`src/rtl/des_key_schedule_if.sv`:
```
// rtl/des_key_schedule_if.sv - request/subkey handshake bundle for the DES key schedule
//
// Purpose: groups the schedule request (start/decrypt/key) and the subkey
// valid/ready stream into one interface.
// Modports:
//   master : requester/consumer side - drives start, decrypt, key, subkey_ready
//   slave  : key schedule side       - drives busy, subkey_valid, subkey,
//                                      round_idx, last (and parity_err)
// Optional macro: KEY_PARITY_CHECK_EN adds the parity_err signal.

interface des_key_schedule_if;
    logic        start;
    logic        decrypt;
    logic [1:64] key;
    logic        busy;
    logic        subkey_valid;
    logic        subkey_ready;
    logic [1:48] subkey;
    logic [3:0]  round_idx;
    logic        last;
`ifdef KEY_PARITY_CHECK_EN
    logic        parity_err;
`endif

    modport master (
        output start, decrypt, key, subkey_ready,
        input  busy, subkey_valid, subkey, round_idx, last
`ifdef KEY_PARITY_CHECK_EN
        , input parity_err
`endif
    );

    modport slave (
        input  start, decrypt, key, subkey_ready,
        output busy, subkey_valid, subkey, round_idx, last
`ifdef KEY_PARITY_CHECK_EN
        , output parity_err
`endif
    );
endinterface

```
`src/rtl/des_key_schedule.sv`:
```
// rtl/des_key_schedule.sv - DES round key generator, one subkey per handshake
//
// Purpose: on start, loads C/D from PC-1(key) and streams the 16 round keys
// (PC-2 of the rotated C/D) in encrypt order K1..K16 or decrypt order K16..K1.
// Ports:
//   clk    : clock, rising edge
//   rst_n  : asynchronous active-low reset
//   bus    : des_key_schedule_if.slave (start/decrypt/key in, subkey stream out)
// Optional macro: KEY_PARITY_CHECK_EN - reject keys whose bytes lack odd parity
// and pulse parity_err for one cycle.

module des_key_schedule (
    input  logic               clk,
    input  logic               rst_n,
    des_key_schedule_if.slave  bus
);
    typedef enum logic {IDLE, GEN} state_t;

    localparam logic [6:0] PC1_TAB [0:55] = '{
        57, 49, 41, 33, 25, 17,  9,  1, 58, 50, 42, 34, 26, 18,
        10,  2, 59, 51, 43, 35, 27, 19, 11,  3, 60, 52, 44, 36,
        63, 55, 47, 39, 31, 23, 15,  7, 62, 54, 46, 38, 30, 22,
        14,  6, 61, 53, 45, 37, 29, 21, 13,  5, 28, 20, 12,  4
    };

    localparam logic [5:0] PC2_TAB [0:47] = '{
        14, 17, 11, 24,  1,  5,  3, 28, 15,  6, 21, 10,
        23, 19, 12,  4, 26,  8, 16,  7, 27, 20, 13,  2,
        41, 52, 31, 37, 47, 55, 30, 40, 51, 45, 33, 48,
        44, 49, 39, 56, 34, 53, 46, 42, 50, 36, 29, 32
    };

    state_t      state;
    logic [1:28] c;
    logic [1:28] d;
    logic        mode;
    logic        busy_q;
    logic        valid_q;
    logic [1:48] subkey_q;
    logic [3:0]  round_q;
    logic        last_q;

    logic [1:56] pc1_cd;
    logic [1:56] src_cd;
    logic [1:56] rot_cd;
    logic [1:48] pc2_k;
    logic [3:0]  idx_next;
    logic        mode_next;
    logic [1:0]  amt;
    logic        shift_two;
    logic        key_ok;

    function automatic logic [1:28] rotl(input logic [1:28] x, input logic [1:0] n);
        case (n)
            2'd1:    rotl = {x[2:28], x[1]};
            2'd2:    rotl = {x[3:28], x[1:2]};
            default: rotl = x;
        endcase
    endfunction

    function automatic logic [1:28] rotr(input logic [1:28] x, input logic [1:0] n);
        case (n)
            2'd1:    rotr = {x[28], x[1:27]};
            2'd2:    rotr = {x[27:28], x[1:26]};
            default: rotr = x;
        endcase
    endfunction

    for (genvar g = 0; g < 56; g++) begin : g_pc1
        assign pc1_cd[g+1] = bus.key[PC1_TAB[g]];
    end

    for (genvar g = 0; g < 48; g++) begin : g_pc2
        assign pc2_k[g+1] = rot_cd[PC2_TAB[g]];
    end

`ifdef KEY_PARITY_CHECK_EN
    logic [7:0] byte_odd;
    logic       parity_err_q;

    for (genvar b = 0; b < 8; b++) begin : g_par
        assign byte_odd[b] = ^bus.key[8*b+1 +: 8];
    end
    assign key_ok         = &byte_odd;
    assign bus.parity_err = parity_err_q;
`else
    logic unused_parity_bits;
    assign unused_parity_bits = ^{bus.key[8], bus.key[16], bus.key[24], bus.key[32],
                                  bus.key[40], bus.key[48], bus.key[56], bus.key[64]};
    assign key_ok = 1'b1;
`endif

    // The same rotate/PC-2 path serves both the start load (from PC-1) and each
    // advance (from the held C/D). Decrypt round 0 rotates by zero because the
    // 28 encrypt shifts bring C16/D16 back to C0/D0; later decrypt rounds undo
    // the encrypt shifts in reverse, which yields the same 1,2..2,1 pattern.
    always_comb begin
        src_cd    = {c, d};
        idx_next  = round_q + 4'd1;
        mode_next = mode;
        if (state == IDLE) begin
            src_cd    = pc1_cd;
            idx_next  = 4'd0;
            mode_next = bus.decrypt;
        end
        shift_two = !((idx_next == 4'd0) || (idx_next == 4'd1) ||
                      (idx_next == 4'd8) || (idx_next == 4'd15));
        amt = shift_two ? 2'd2 : 2'd1;
        if (mode_next && (idx_next == 4'd0))
            amt = 2'd0;
        if (mode_next)
            rot_cd = {rotr(src_cd[1:28], amt), rotr(src_cd[29:56], amt)};
        else
            rot_cd = {rotl(src_cd[1:28], amt), rotl(src_cd[29:56], amt)};
    end

    always_ff @(posedge clk or negedge rst_n) begin
        if (!rst_n) begin
            state    <= IDLE;
            c        <= '0;
            d        <= '0;
            mode     <= 1'b0;
            busy_q   <= 1'b0;
            valid_q  <= 1'b0;
            subkey_q <= '0;
            round_q  <= 4'd0;
            last_q   <= 1'b0;
`ifdef KEY_PARITY_CHECK_EN
            parity_err_q <= 1'b0;
`endif
        end else begin
`ifdef KEY_PARITY_CHECK_EN
            parity_err_q <= 1'b0;
`endif
            case (state)
                IDLE: begin
                    if (bus.start) begin
                        if (key_ok) begin
                            state    <= GEN;
                            c        <= rot_cd[1:28];
                            d        <= rot_cd[29:56];
                            mode     <= bus.decrypt;
                            subkey_q <= pc2_k;
                            round_q  <= 4'd0;
                            last_q   <= 1'b0;
                            busy_q   <= 1'b1;
                            valid_q  <= 1'b1;
                        end
`ifdef KEY_PARITY_CHECK_EN
                        else begin
                            parity_err_q <= 1'b1;
                        end
`endif
                    end
                end
                GEN: begin
                    // subkey_valid is always 1 in GEN, so ready alone completes a transfer
                    if (bus.subkey_ready) begin
                        if (round_q == 4'd15) begin
                            state    <= IDLE;
                            busy_q   <= 1'b0;
                            valid_q  <= 1'b0;
                            subkey_q <= '0;
                            round_q  <= 4'd0;
                            last_q   <= 1'b0;
                        end else begin
                            c        <= rot_cd[1:28];
                            d        <= rot_cd[29:56];
                            subkey_q <= pc2_k;
                            round_q  <= idx_next;
                            last_q   <= (idx_next == 4'd15);
                        end
                    end
                end
                default: state <= IDLE;
            endcase
        end
    end

    assign bus.busy         = busy_q;
    assign bus.subkey_valid = valid_q;
    assign bus.subkey       = subkey_q;
    assign bus.round_idx    = round_q;
    assign bus.last         = last_q;
endmodule

```
`src/flat_wrapper.sv`:
```
// flat-port wrapper written by rule: the top's interface ports become plain ports
module des_key_schedule_flat 
  (clk, rst_n, bus_start, bus_decrypt, bus_key, bus_subkey_ready, bus_busy, bus_subkey_valid, bus_subkey, bus_round_idx, bus_last);
  des_key_schedule_if bus_i ();
  input  logic clk;
  input  logic rst_n;
  input wire logic [$bits(bus_i.start)-1:0] bus_start;
  input wire logic [$bits(bus_i.decrypt)-1:0] bus_decrypt;
  input wire logic [$bits(bus_i.key)-1:0] bus_key;
  input wire logic [$bits(bus_i.subkey_ready)-1:0] bus_subkey_ready;
  output wire logic [$bits(bus_i.busy)-1:0] bus_busy;
  output wire logic [$bits(bus_i.subkey_valid)-1:0] bus_subkey_valid;
  output wire logic [$bits(bus_i.subkey)-1:0] bus_subkey;
  output wire logic [$bits(bus_i.round_idx)-1:0] bus_round_idx;
  output wire logic [$bits(bus_i.last)-1:0] bus_last;
  assign bus_i.start = bus_start;
  assign bus_i.decrypt = bus_decrypt;
  assign bus_i.key = bus_key;
  assign bus_i.subkey_ready = bus_subkey_ready;
  assign bus_busy = bus_i.busy;
  assign bus_subkey_valid = bus_i.subkey_valid;
  assign bus_subkey = bus_i.subkey;
  assign bus_round_idx = bus_i.round_idx;
  assign bus_last = bus_i.last;
  des_key_schedule u_core (.clk(clk), .rst_n(rst_n), .bus(bus_i));
endmodule
```
`config.mk`:
```
export PLATFORM = sky130hd
export DESIGN_NAME = des_key_schedule_flat
export DESIGN_NICKNAME = d
export VERILOG_FILES = /design/src/rtl/des_key_schedule_if.sv /design/src/rtl/des_key_schedule.sv /design/src/flat_wrapper.sv
export SDC_FILE = /design/constraint.sdc
export NUM_CORES = 1
export LEC_CHECK = 0
export ABC_AREA = 1
export CORE_ASPECT_RATIO = 2
export CORE_MARGIN = 5
export CORE_UTILIZATION = 53
export DETAILED_ROUTE_END_ITERATION = 8
export HOLD_SLACK_MARGIN = 0.08
export PLACE_DENSITY_LB_ADDON = 0.05
export SYNTH_ARGS = -nofsm -noshare
export SYNTH_HDL_FRONTEND = slang
export SYNTH_SLANG_ARGS = --single-unit
```
`constraint.sdc`:
```
create_clock -name clk -period 2.4 [get_ports clk]
set_input_delay 0.48 -clock clk [delete_from_list [all_inputs] [get_ports clk]]
set_output_delay 0.48 -clock clk [all_outputs]
set_load 0.1 [all_outputs]
```
==> results of run 1 <==
-- sequential cells by signal, indices dropped and copies added, names as in the netlist --
name	flops
u_core.d	28
u_core.bus.subkey_valid	1
u_core.c	28
u_core.bus.last	1
u_core.bus.round_idx	4
u_core.bus.subkey	48
u_core.state	1
u_core.mode	1
-- metal layers --
layer  vias to the layer above  wire [um]
li1                       3599          -
met1                      3396       7540
met2                       313      11900
met3                        94       1150
met4                         0       1380
met5                         -          0
-- per-stage QoR --
step | setup WS, ns | utilization [%]
floorplan | 0.105 | -
global placement | 0.0714 | 65.0
detailed placement | 0.00889 | 65.0
CTS | 0.104 | 67.2
global route | 0.0337 | 67.3
finish | 0.160 | 67.3
-- repair_timing --
action | CTS | global route
setup endpoints to repair | 0 | 7
resized for setup | 0 | 4
hold endpoints to repair | 0 | 0
-- cells in the mapped netlist --
cell type  instances
dfrtp_1          112
inv_2              2
o21ai_0           12
nor2_2             1
buf_1             12
nor2_1            13
nand3b_1           5
nand2_2            4
buf_6              5
buf_2             21
nand2_1          635
a21oi_1            4
nand3_1          157
inv_1             30
o22ai_1            2
clkinv_1           1
clkbuf_1          22
nand3_2            4
nor2_4             1
buf_4              6
nand4_1           17
a31oi_1            1
o21ai_1            7
ha_1               1
-- worst reg2reg max path: cells and delay by family, from the launching register on --
kind / cells / cell delay (ns)
adders and majority gates: 1 / 0.32
buffers and inverters: 2 / 0.28
DFF: 1 / 0.46
and+or+nand+nor: 9 / 1.09
-- cell type report --
type | instances | area share (%)
Timing Repair Buffer | 155 | 17.3
Clock inverter | 7 | 0.618
Clock buffer | 9 | 2.65
Tap cell | 150 | 2.21
Sequential cell | 112 | 33.0
Multi-Input combinational cell | 864 | 42.7
Inverter | 33 | 1.49
-- cell families (layout without fill, tap and decap cells) --
| logic type | after synthesis | after routing |
|---|---|---|
| DFF | 112 | 112 |
| AOI/OAI and AO/OA | 26 | 26 |
| adders and majority gates | 1 | 1 |
| and+or+nand+nor | 837 | 837 |
| buffers and inverters | 99 | 204 |
-- worst paths after layout --
| kind | to | slack (ns) | cells after the start |
|---|---|---|---|
| setup / recovery | u_core.bus.subkey[23] | 0.16 | 12 |
| hold / removal | u_core.bus.subkey[34] | 0.11 | 1 |
| setup reg to reg | u_core.bus.subkey[23] | 0.16 | 12 |
| hold reg to reg | u_core.c[19] | 0.48 | 2 |
| max in group asynchronous | u_core.bus.round_idx[0] | 1.62 | 2 |
| min in group clk | u_core.c[19] | 0.48 | 2 |
==> summary.txt, run 1 <==
Main area contributors after synthesis = dfrtp_1, nand2_1, nand3_1
Average cell area after synthesis = 6.37 sq um
Core area = 0.0126 sq mm
Synth Register Bits = 112
Synth cell types = 24
Cell Area, Synth = 0.00685 sq mm
Clock Skew = 0.0117 ns
Critical Path Most Common Cell = nand2_1
Synth Area in Simple Gates = 50.3%
Die width = 90.4 um
Routed Antenna Nets = 0
Residual DRC = 0
Gpl congestion = 1.00
Post-synth top area cell = dfrtp_1
Slew Limit Fails = 0
Number of global-route vias before repair = 7,452
Input/output buffers = 115
Worst path max stage delay = 0.46 ns
Required time of the worst setup path = 2.64 ns
Xor/xnor cell area share of the yosys netlist = 0%
Sink Count = 112
Worst-path clk slew = 0.08 ns
Critical Path, Cell by Cell = ha_2 -> nand2_2 -> inv_1 -> nor2_1 -> nand3_2 -> buf_12 -> nand3_1 -> nand3_1 -> nand2_1 -> nand2_1 -> nand2_1 -> nand2_1
Die H = 171 um
Rows = 58
Largest net degree at the start of global routing = 53
Post-DP Area = 0.00821 sq mm
Layout cells sized above 1 = 11.4%
Post-synthesis compound-gate area fraction = 1.95%
Htree depth = 3
Tot GR Track Use = 28.9%
Die area = 0.0154 sq mm
Design Area, Final = 0.00850 sq mm
Total global routing overflow = 0
Drt first pass iters = 5
Syn_nets = 1,145
Final hold slack = 0.105 ns
Max Clock Freq = 0.446 GHz
Tmin final = 2.24 ns
Mux cell area share after synthesis = 0%
Diodes inserted = 0
Hold Fails Final Rpt = 0
Slew HR = 63.0%
Detailed-route via count = 7,402
Post-Layout Cell Count = 1,330
Drt total wl = 22.0 mm
Delay-heaviest family, CP = simple AND/OR/NAND/NOR gates
Setup Crit Path Kind = flop to flop
Sequential area share after synthesis = 40.9%
Hold buffers post-CTS = 0
Grt peak-use layer = met2
GR Util met1 = 29.9%
CP max stage cell = dfrtp_2
FF+latch area = 0.00281 sq mm
CTS tree = done
Setup bufs post-CTS = 0
Adder-cell share of the synthesized area = 0.183%
Startpoint types = flop
Area delta synth->final = 24.1%
Root Buffer = clkbuf_16
Fill count = 1,225
First-pass GRT wire length = 36.2 mm
GR Util met2 = 54.4%
I/O pin cnt = 124
Post-synth top area share = 40.9%
RSZ-0062 raised after global routing = false
Avg WL per Cell = 16.5 um
DR vias/cell = 5.57
Max-cap viol count = 0
Slew @ Worst Pin = 0.555 ns
Final period util = 93.3%
Crit path buf inv count = 2
HPWL after DPL = 16.2 mm
Setup violations, final = 0
Gate Count Post-Synth = 1,075
Crit path from = u_core.bus.round_idx[0]
Latest clock arrival within the worst-skew pair = 0.36 ns
Most frequent cells in the layout = nand2_1, nand3_1, dfrtp_1, buf_4, clkdlybuf4s50_1
Largest family of logic cells by synthesized area = simple AND/OR/NAND/NOR gates
Placed cell count = 1,314
Setup TNS = 0 ns
Crit-path max FO = 17
Initial Utilization = 54.3%
Hold Crit Class = input pin to async pin
Area of the multi-input gates = 0.00363 sq mm
Worst R2R Start = u_core.bus.round_idx[0]
Antenna violations before repair = 0
Crit path capture type = flop
Initial DRC count = 411
Outcome = complete, no violations
Met3 usage = 3.56%
Most common cell after layout, fill and taps aside = nand2_1
Synth Warn # = 0
Num CTS Buffers = 9
Nets = 1,245
Worst EP arrival = 2.48 ns
Clock buffer depth = 2
Power of run 1 is left out: the tool's default activity adds up to more than one toggle a clock period on the data nets, which glitch-free logic cannot reach.
==> run 2: changes to the inputs <==
--- a/config.mk
+++ b/config.mk
@@ -8,10 +8,12 @@
 export ABC_AREA = 1
 export CORE_ASPECT_RATIO = 2
 export CORE_MARGIN = 5
-export CORE_UTILIZATION = 53
+export CORE_UTILIZATION = 29
+export CTS_CLUSTER_SIZE = 16
 export DETAILED_ROUTE_END_ITERATION = 8
 export HOLD_SLACK_MARGIN = 0.08
 export PLACE_DENSITY_LB_ADDON = 0.05
+export RECOVER_POWER = 100
 export SYNTH_ARGS = -nofsm -noshare
 export SYNTH_HDL_FRONTEND = slang
 export SYNTH_SLANG_ARGS = --single-unit
==> run 2 against run 1 <==
Compared with the run above: the flow now finishes with violations (max-capacitance violations, max-slew violations); wire length grew 18%; utilization is 31 points lower; non-clock buffer count up 3; maximum frequency is 1.3% lower; die area increased by 75%; critical path depth down 1; critical path type unchanged; highest routed layer unchanged.
==> summary.txt, run 2 (synthesized netlist as in run 1, its figures left out) <==
Outcome = finished, violations left
Failing checks = max-capacitance violations, max-slew violations
Setup violations, final = 0
Input/output buffers = 115
I/O pin cnt = 124
Avg WL per Cell = 17.6 um
Gpl congestion = 0.872
Core area = 0.0233 sq mm
Number of global-route vias before repair = 7,488
Detailed-route via count = 7,235
Area delta synth->final = 23.8%
Max-cap viol count = 1
HPWL after DPL = 19.4 mm
Startpoint types = flop
Sink Count = 112
Drt total wl = 25.8 mm
Num CTS Buffers = 9
Fill count = 2,649
Most frequent cells in the layout = nand2_1, nand3_1, dfrtp_1, clkdlybuf4s50_1, clkbuf_2
Residual DRC = 0
Slew HR = -42.1%
Layout cells sized above 1 = 9.55%
Area of the multi-input gates = 0.00362 sq mm
Worst-path clk slew = 0.08 ns
Rows = 79
Setup TNS = 0 ns
CTS tree = done
Final period util = 94.6%
DR vias/cell = 4.94
Slew @ Worst Pin = 2.13 ns
Most common cell after layout, fill and taps aside = nand2_1
Setup bufs post-CTS = 0
Die width = 119 um
FF+latch area = 0.00281 sq mm
Hold Fails Final Rpt = 0
Setup Crit Path Kind = flop to flop
Crit-path max FO = 21
Required time of the worst setup path = 2.71 ns
Hold Crit Class = flop to flop
Slew Limit Fails = 32
Tmin final = 2.27 ns
Clock buffer depth = 2
RSZ-0062 raised after global routing = false
Initial Utilization = 29.4%
Max Clock Freq = 0.441 GHz
Hold buffers post-CTS = 0
Die area = 0.0270 sq mm
Drt first pass iters = 5
Routed Antenna Nets = 0
Latest clock arrival within the worst-skew pair = 0.37 ns
Worst EP arrival = 2.58 ns
Clock Skew = 0.00803 ns
Antenna violations before repair = 0
Initial DRC count = 348
Htree depth = 3
Crit path capture type = flop
Max FFs per register = 48
First-pass GRT wire length = 40.7 mm
Largest net degree at the start of global routing = 37
Nets = 1,248
Tot GR Track Use = 19.4%
Root Buffer = clkbuf_16
Diodes inserted = 0
Total global routing overflow = 0
Die H = 227 um
## run 2: cell count changes in the layout (fill, tap and decap cells not counted), sizes merged
| cell | change |
|---|---|
| inv | -1 |
| clkdlybuf4s50 | -1 |
| dlygate4sd3 | +1 |
| clkinv | +2 |
| clkinvlp | -1 |
| buf | -53 |
| clkbuf | +56 |
## run 2: layout make-up
type	instances	share of cell area (%)
inverter	33	1.52
tap	283	4.17
clock buffer	9	2.65
clock inverter	7	0.634
multi-input combinational	864	42.6
sequential	112	33.1
timing repair buffer	158	15.3
## run 2: timing repair
action / CTS / global route
endpoints found under the setup margin: 0 / 11
resized for setup: 0 / 4
endpoints found under the hold margin: 0 / 0
## run 2: critical path, stage by stage, from the launching register on
cell,delay [ns]
dfrtp_2,0.46
ha_1,0.36
nand2_1,0.16
inv_1,0.05
nor2_1,0.15
nand3_2,0.19
inv_1,0.21
buf_12,0.20
nand2_1,0.06
nand4_1,0.08
nand3_1,0.17
nand2_1,0.11
## run 2: routing by layer
metal	vias up	global-route usage (%)	routed length, um
met4	0	10.7	1290
li1	3606	-	-
met3	54	2.29	846
met1	3378	19.6	9130
met2	197	37.9	14600
met5	-	0	0
## run 2: path summary, 6_finish.rpt
kind / start / end / slack [ns] / depth (start not counted)
worst max-delay path: u_core.bus.round_idx[0] / u_core.bus.subkey[30] / 0.13 / 11
worst min-delay path: u_core.bus.subkey[46] / u_core.bus.subkey[46] / 0.48 / 2
worst max register to register: u_core.bus.round_idx[0] / u_core.bus.subkey[30] / 0.13 / 11
worst min register to register: u_core.bus.subkey[46] / u_core.bus.subkey[46] / 0.48 / 2
max in group asynchronous: rst_n / u_core.d[2] / 0.36 / 2
min in group asynchronous: rst_n / u_core.d[19] / 0.73 / 1
## run 2: metrics by stage
stage	cell area, sq um	utilization, %	setup WS [ns]	instances	hold slack [ns]
after floorplan	6850	-	0.105	1075	0.184
after global placement	8400	36.0	0.00443	1450	0.462
after detailed placement	8400	36.0	-0.0458	1450	0.465
after CTS	8680	37.2	0.0809	1466	0.0875
after global routing	8480	36.4	0.0123	1466	0.504
final	8480	36.4	0.130	1466	0.481
Power of run 2 is left out for the same reason.
==> run 3: changes to the inputs <==
--- a/config.mk
+++ b/config.mk
@@ -6,14 +6,17 @@
 export NUM_CORES = 1
 export LEC_CHECK = 0
 export ABC_AREA = 1
+export CELL_PAD_IN_SITES_DETAIL_PLACEMENT = 2
+export CELL_PAD_IN_SITES_GLOBAL_PLACEMENT = 2
 export CORE_ASPECT_RATIO = 2
 export CORE_MARGIN = 5
-export CORE_UTILIZATION = 29
+export CORE_UTILIZATION = 28
 export CTS_CLUSTER_SIZE = 16
 export DETAILED_ROUTE_END_ITERATION = 8
 export HOLD_SLACK_MARGIN = 0.08
 export PLACE_DENSITY_LB_ADDON = 0.05
 export RECOVER_POWER = 100
+export SLEW_MARGIN = 20
 export SYNTH_ARGS = -nofsm -noshare
 export SYNTH_HDL_FRONTEND = slang
 export SYNTH_SLANG_ARGS = --single-unit
==> run 3 against run 2 <==
Compared with the run above: the run now ends clean; via count rose by 4.5%; sequential share of layout area decreased by 0.68 points; non-clock buffer count grew 15; register-to-register slack improved by 0.02 ns; utilization fell by 0.75 points; final area increased by 2.1%; die area up 3.3%; global-route usage rose by 2.0 points; wire length is 13% higher; clock-buffer cell count grew 2; critical path depth is the same; critical path type unchanged; critical endpoint is now u_core.d[12].
==> summary.txt, run 3 (synthesized netlist as in run 1, its figures left out) <==
Routed Antenna Nets = 0
Slew HR = 21.6%
Final hold slack = 0.299 ns
Power share of the clock group = 10.9%
Worst R2R Start = u_core.bus.round_idx[0]
Sequential share of power = 20.9%
Peak supply drop = 0.675 mV
Required time of the worst setup path = 2.72 ns
Combinational share of power = 68.2%
Root Buffer = clkbuf_16
Startpoint types = flop
Setup WS pre-CTS = -0.0769 ns
DR vias/cell = 5.08
Die H = 231 um
Core area = 0.0243 sq mm
Residual DRC = 0
HPWL after DPL = 22.5 mm
Clock Skew = 0.00511 ns
Most common cell after layout, fill and taps aside = nand2_1
NetSw = 9070 uW
Leak = 0.00477 uW
Hold Crit Class = input pin to async pin
Gpl congestion = 0.821
Avg WL per Cell = 19.6 um
First-pass GRT wire length = 45.9 mm
Worst R2R Path Depth = 11
PwrDens = 1760 mW/mm^2
Total global routing overflow = 0
GR Util met2 = 43.8%
Fill count = 3,008
Sink Count = 112
Initial DRC count = 279
Setup violations, final = 0
Cell-internal power = 6170 uW
Die width = 121 um
Rows = 81
Worst-path clk slew = 0.08 ns
Drt first pass iters = 4
Clock buffer depth = 2
Htree depth = 3
Input/output buffers = 115
Crit path capture type = flop
Setup TNS = 0 ns
Largest net degree at the start of global routing = 39
Crit path from = u_core.bus.round_idx[0]
Setup bufs post-CTS = 0
Tot GR Track Use = 21.4%
GR Util met1 = 21.4%
Switching share of power = 59.5%
Final WS setup = 0.146 ns
Slew Limit Fails = 0
Tmin final = 2.25 ns
Detailed-route via count = 7,562
Critical Path Most Common Cell = nand2_1
Worst EP arrival = 2.57 ns
Hold Fails Final Rpt = 0
Layout cells sized above 1 = 11.6%
Die area = 0.0279 sq mm
CP max stage cell = dfrtp_2
Critical Path, Cell by Cell = ha_1 -> nand2_1 -> nand2_2 -> nor2_4 -> nand3_2 -> nand2_2 -> buf_4 -> nand3_1 -> a21oi_2 -> nand2_1 -> nand2_1
Antenna violations before repair = 0
Hold buffers post-CTS = 0
I/O pin cnt = 124
Crit-path max FO = 17
Worst path max stage delay = 0.42 ns
Max Clock Freq = 0.444 GHz
Drt total wl = 29.2 mm
Latest clock arrival within the worst-skew pair = 0.38 ns
Most frequent cells in the layout = nand2_1, nand3_1, dfrtp_1, clkdlybuf4s50_1, clkbuf_2
Initial Utilization = 28.2%
Met3 usage = 2.22%
Crit path buf inv count = 1
Num CTS Buffers = 9
CTS tree = done
Nets = 1,263
Reg-to-reg setup timing slack = 0.15 ns
Critical R2R Capture = u_core.d[12]
Slew @ Worst Pin = 1.18 ns
Max FFs per register = 48
RSZ-0062 raised after global routing = false
Delay-heaviest family, CP = simple AND/OR/NAND/NOR gates
Number of global-route vias before repair = 8,409
Setup Crit Path Kind = flop to flop
Final period util = 93.9%
Diodes inserted = 0
Max-cap viol count = 0
Area delta synth->final = 26.4%
Grt peak-use layer = met2
Outcome = complete, no violations
[run 3: per-layer routing]
layer | share of wire, % | routed length (um)
met5 | 0 | 0
met4 | 2.8 | 818
met3 | 1.6 | 476
met2 | 59 | 17200
met1 | 37 | 10700
[run 3: layout make-up]
class | instances | area, sq um | area share [%]
Inverter | 33 | 126 | 1.46
Clock buffer | 11 | 243 | 2.80
Sequential cell | 112 | 2810 | 32.4
Clock inverter | 5 | 65.1 | 0.751
Timing Repair Buffer | 173 | 1430 | 16.5
Multi-Input combinational cell | 864 | 3630 | 41.9
Tap cell | 290 | 363 | 4.19
[run 3: worst max-delay path by stage]
stage | end | slack (ns) | cells after the start
after global placement | u_core.bus.subkey[2] | -0.05 | 13
after detailed placement | u_core.bus.subkey[41] | -0.08 | 12
after global routing | u_core.c[19] | 0.003 | 14
after CTS | u_core.bus.subkey[41] | 0.02 | 11
final | u_core.d[12] | 0.15 | 11
after floorplan | u_core.bus.subkey[2] | 0.10 | 13
[run 3: timing repair]
item / 4_1_cts / 5_1_grt
endpoints found under the setup margin: 0 / 57
endpoints found under the hold margin: 0 / 0
gates resized for setup: 0 / 8
[run 3: through the flow]
step	power [uW]	std cells	utilization (%)	cell area (sq um)
2_1_floorplan	10700	1075	-	6850
3_3_place_gp	13800	1472	35.0	8520
3_5_place_dp	14000	1472	35.0	8520
4_1_cts	15700	1488	36.3	8830
5_1_grt	16400	1488	35.6	8660
6_report	15200	1488	35.6	8660
[run 3: power by group through the flow]
stage	combinational, uW	clock [uW]	sequential, uW
after floorplan	4830	0	5830
after global placement	10600	0	3190
after detailed placement	10800	0	3220
after CTS	10800	1720	3200
after global routing	11400	1770	3280
final	10400	1660	3180
Note: power is estimated with default switching activity, not from simulation.
